## src/rtl/gt_sweep_pkg.sv

```systemverilog
// Shared types and defaults for the greater-than comparator sweep checker.
package gt_sweep_pkg;
  localparam int DEF_W      = 2;
  localparam int DEF_SETTLE = 2;

  typedef enum logic [1:0] {
    IDLE   = 2'd0,
    DRIVE  = 2'd1,
    SAMPLE = 2'd2,
    DONE   = 2'd3
  } sweep_state_e;
endpackage

```

## src/rtl/gt_settle_timer.sv

```systemverilog
// Settle countdown: load arms it, expire fires on the last of SETTLE run cycles.
module gt_settle_timer
  import gt_sweep_pkg::*;
#(
  parameter int SETTLE = DEF_SETTLE
) (
  input  logic clk,
  input  logic rst_n,
  input  logic load,
  input  logic run,
  output logic expire
);
  logic [3:0] cnt;

  always_ff @(posedge clk or negedge rst_n) begin
    if (!rst_n)                cnt <= '0;
    else if (load)             cnt <= 4'(SETTLE - 1);
    else if (run && cnt != '0) cnt <= cnt - 4'd1;
  end

  assign expire = run && (cnt == '0);
endmodule

```

## config.mk

```make
export PLATFORM = sky130hd
export DESIGN_NAME = gt_settle_timer
export DESIGN_NICKNAME = d
export VERILOG_FILES = /design/src/rtl/gt_sweep_pkg.sv /design/src/rtl/gt_settle_timer.sv
export SDC_FILE = /design/constraint.sdc
export NUM_CORES = 1
export LEC_CHECK = 0
export BUFFER_PORTS_ARGS = -buffer_cell sky130_fd_sc_hd__buf_2
export CAP_MARGIN = 20
export CELL_PAD_IN_SITES_DETAIL_PLACEMENT = 0
export CELL_PAD_IN_SITES_GLOBAL_PLACEMENT = 1
export CORE_AREA = 2 2 39 41
export DETAILED_ROUTE_END_ITERATION = 12
export DIE_AREA = 0 0 41 43
export GPL_ROUTABILITY_DRIVEN = 0
export GPL_TIMING_DRIVEN = 0
export PLACE_DENSITY_LB_ADDON = 0.1
export SLEW_MARGIN = 20
export SYNTH_ARGS = -nofsm -noshare
export SYNTH_HDL_FRONTEND = slang
export SYNTH_SLANG_ARGS = --single-unit
```

## constraint.sdc

```tcl
create_clock -name clk -period 3.7 [get_ports clk]
set_input_delay 0.555 -clock clk [delete_from_list [all_inputs] [get_ports clk]]
set_output_delay 0.555 -clock clk [all_outputs]
set_load 0.02 [all_outputs]
```

## Word-level counts from Yosys, hierarchy flattened

Index checks and enable logic that the tools add are counted.

- Flip-flop bits (word level): 4
- Output and inout port bits: 1
- Logic and storage cells: 9

- Add/sub/neg operators: 1
- Mux-type cells: 2
- Reductions and logical operators: 5

Operators by type and width:

| operator | number |
|---|---|
| 2-to-1 mux 4 bit | 2 |
| logical NOT 4 bit | 1 |
| nonzero test 4 bit | 1 |
| subtractor 4 x 1 -> 4 bit (second input constant) | 1 |
| logical AND 1 bit | 2 |
| nonzero test 2 bit | 1 |

## Depth between registers and ports, before layout

- Depth after elaboration: 4
- Depth in mapped cells: 5

## Least setup slack after synthesis

OpenSTA, ideal clock, no wires.

- Path kind: reg2out
- Start: register cnt[0]
- End: output expire
- Arrival time: 1280 ps
- Slack: 1865 ps
- Stages on the path, launching flop included: 5
- Path buffers: 0
- Cell sequence: dfrtp_1 > inv_1 > ha_1 > nand2b_4 > nor3b_1

- Longest elaborated chain between the ends: 2

Ends and longest elaborated chain:

| item | RTL line | text |
|---|---|---|
| start: declaration | gt_settle_timer.sv:13 | `logic [3:0] cnt;` |
| start signal: assignment | gt_settle_timer.sv:17 | `else if (load) cnt <= 4'(SETTLE - 1);` |
| start signal: assignment | gt_settle_timer.sv:18 | `else if (run && cnt != '0) cnt <= cnt - 4'd1;` |
| logical NOT 4 bit | gt_settle_timer.sv:21 | `assign expire = run && (cnt == '0);` |
| logical AND 1 bit | gt_settle_timer.sv:21 |  |
| end: declaration | gt_settle_timer.sv:11 | `output logic expire` |

No other way between the ends.

## Final worst setup path

Ends and elaborated chain as after synthesis.

==> out/results.ini <==
[run_status]
status=complete, no violations

[route]
drc=0
wirelength_um=489
first_pass_iters=4
viasPerCell=4.04
drtAntennaViolNets=0
drt_iter0_drc=4
wl_per_cell_um=10.2
vias=194

[floorplan]
row_count=14
dieArea_mm2=0.00176
start_util=0.187
core_area_mm2=0.00138
die_w_um=41
io_pins=5
die_h_um=43

[sta]
relSlewSlack=0.841
rsz0062_at_grt=no
period_needed_ps=1970
setup_viol=0
fin_crit_sh=0.533
clock_skew_ps=4.96
finalHoldViolCount=0
max_freq_mhz=507
tns_ps=0
tightest_slew_ps=238
finalWorstSetupSlack_ps=1730
finalMaxSlewViolations=0

[final_layout]
area_growth_pct=24.2
largest_reg_flops=4
layout_commonest_cell=nor2_1
regArea_um2=100
nets=40
antenna_cells=0
drive_above_1_share=0.344
nFillCells=152
design_area_um2=322
final_cell_mix=nor2_1 (6), dfrtp_1 (4), buf_2 (4)
multiInputGateArea_um2=151
top_register=cnt
top_regs=cnt (4)

[cts]
clkSinkCount=4
h-tree-depth=1
cts_resized=0
clkSlewWorstSetupHoldPaths_ps=40
cts_max_path_buffers=2
postCtsSetupRepairBufs=0
cts_tree=built
numCtsBuffers=3
hold_buffers=0
cts-root-buf=clkbuf_4
clk_latency_ps=240

[yosys]
synth.area.mux_share=0.135
syn_nets=31
synth_top_family_by_area=simple AND/OR/NAND/NOR gates
postSynthAreaPerCell_um2=10.4
netlist_area_um2=259
ys_ff_latch=4
synthSimpleGateAreaFrac=0.290
yosys_warnings=0
synthXorXnorAreaFrac=0
synth_compound_area_frac=0.0628
ys_seq_area_frac=0.386
synthAdderAreaFrac=0.0966
synth_cell_types=13
synth_cells=25

[grt]
grt_start_max_net_pins=7
grt_pass1_wl_um=731
antenna_found_initial=0
grt_overflow_total=0
first_global_vias=187
track_usage=0.0693

[power]
power_density_mw_per_mm2=447
p_leak_nw=0.147
vdd_drop_max_mv=0.143
power_mw=0.144

[worst_setup_path]
required_ps=3140
crit_type=register to primary output
crit_fanout=3
arrival_ps=1420
startpoint_type=register
end_kind=primary output

[flow_run]
drv_cap=0

[placement]
post-dp-hpwl_um=400
io_buffers=4
placed_area_um2=299
pre_cts_ws_ps=1980

[worst_hold_path]
min_path_type=input port to asynchronous set/reset pin

-- cells by family after synthesis --
family | count (synthesis)
AO/OA/AOI/OAI | 2
adder cells (fa/ha/maj) | 2
buffers and inverters | 2
flip-flops | 4
multiplexers | 3
AND/OR/NAND/NOR | 12
-- cells in the mapped netlist, drive strengths merged --
master	n	area (um^2)
ha	2	25.0
o21a	1	7.51
nor2	6	22.5
nand2	2	7.51
mux2	1	15.0
dfrtp	4	100
nor3b	1	7.51
nor4b	1	15.0
nand2b	1	13.8
mux2i	2	20.0
or3b	1	8.76
inv	2	7.51
a21oi	1	8.76
-- critical path: stages (launching register included) --
cell,delay (ps)
dfrtp_1,400
inv_1,110
ha_1,230
nand2b_4,70
nor3b_1,190
buf_2,190
-- final timing paths --
check                       start  depth (start not counted)  slack (ps)  endpoint
min reg2reg                cnt[3]                          2         540    cnt[3]
max reg2reg                cnt[0]                          5        2270    cnt[1]
min                         rst_n                          1         120    cnt[1]
max                        cnt[0]                          5        1730    expire
max in group asynchronous   rst_n                          1        3450    cnt[0]
min in group clk           cnt[3]                          2         540    cnt[3]
-- stage by stage --
| stage | utilization | cells | hold slack, ps |
|---|---|---|---|
| floorplan | - | 25 | 259 |
| global route | 0.232 | 48 | 124 |
| detailed placement | 0.216 | 45 | 374 |
| finish | 0.232 | 48 | 122 |
| global placement | 0.216 | 45 | 373 |
| CTS | 0.232 | 48 | 120 |
-- where the power goes --
part,switching [mW],internal [mW]
Clock,0.0177,0.0363
Sequential,0.00478,0.0491
Combinational,0.0182,0.0176
-- area by class of cell --
| cell class | count | share of cell area |
|---|---|---|
| multi-input cells | 19 | 0.471 |
| flip-flops and latches | 4 | 0.311 |
| clock buffers | 3 | 0.0700 |
| repair buffers | 4 | 0.0623 |
| well taps | 16 | 0.0623 |
| inverters | 2 | 0.0233 |
-- routing by layer --
metal / GRT usage / wire (um)
met1: 0.0806 / 209
met2: 0.0813 / 230
met3: 0.0471 / 49
met4: 0.0600 / 0
met5: 0 / 0
(Power assumes the default switching activity.)
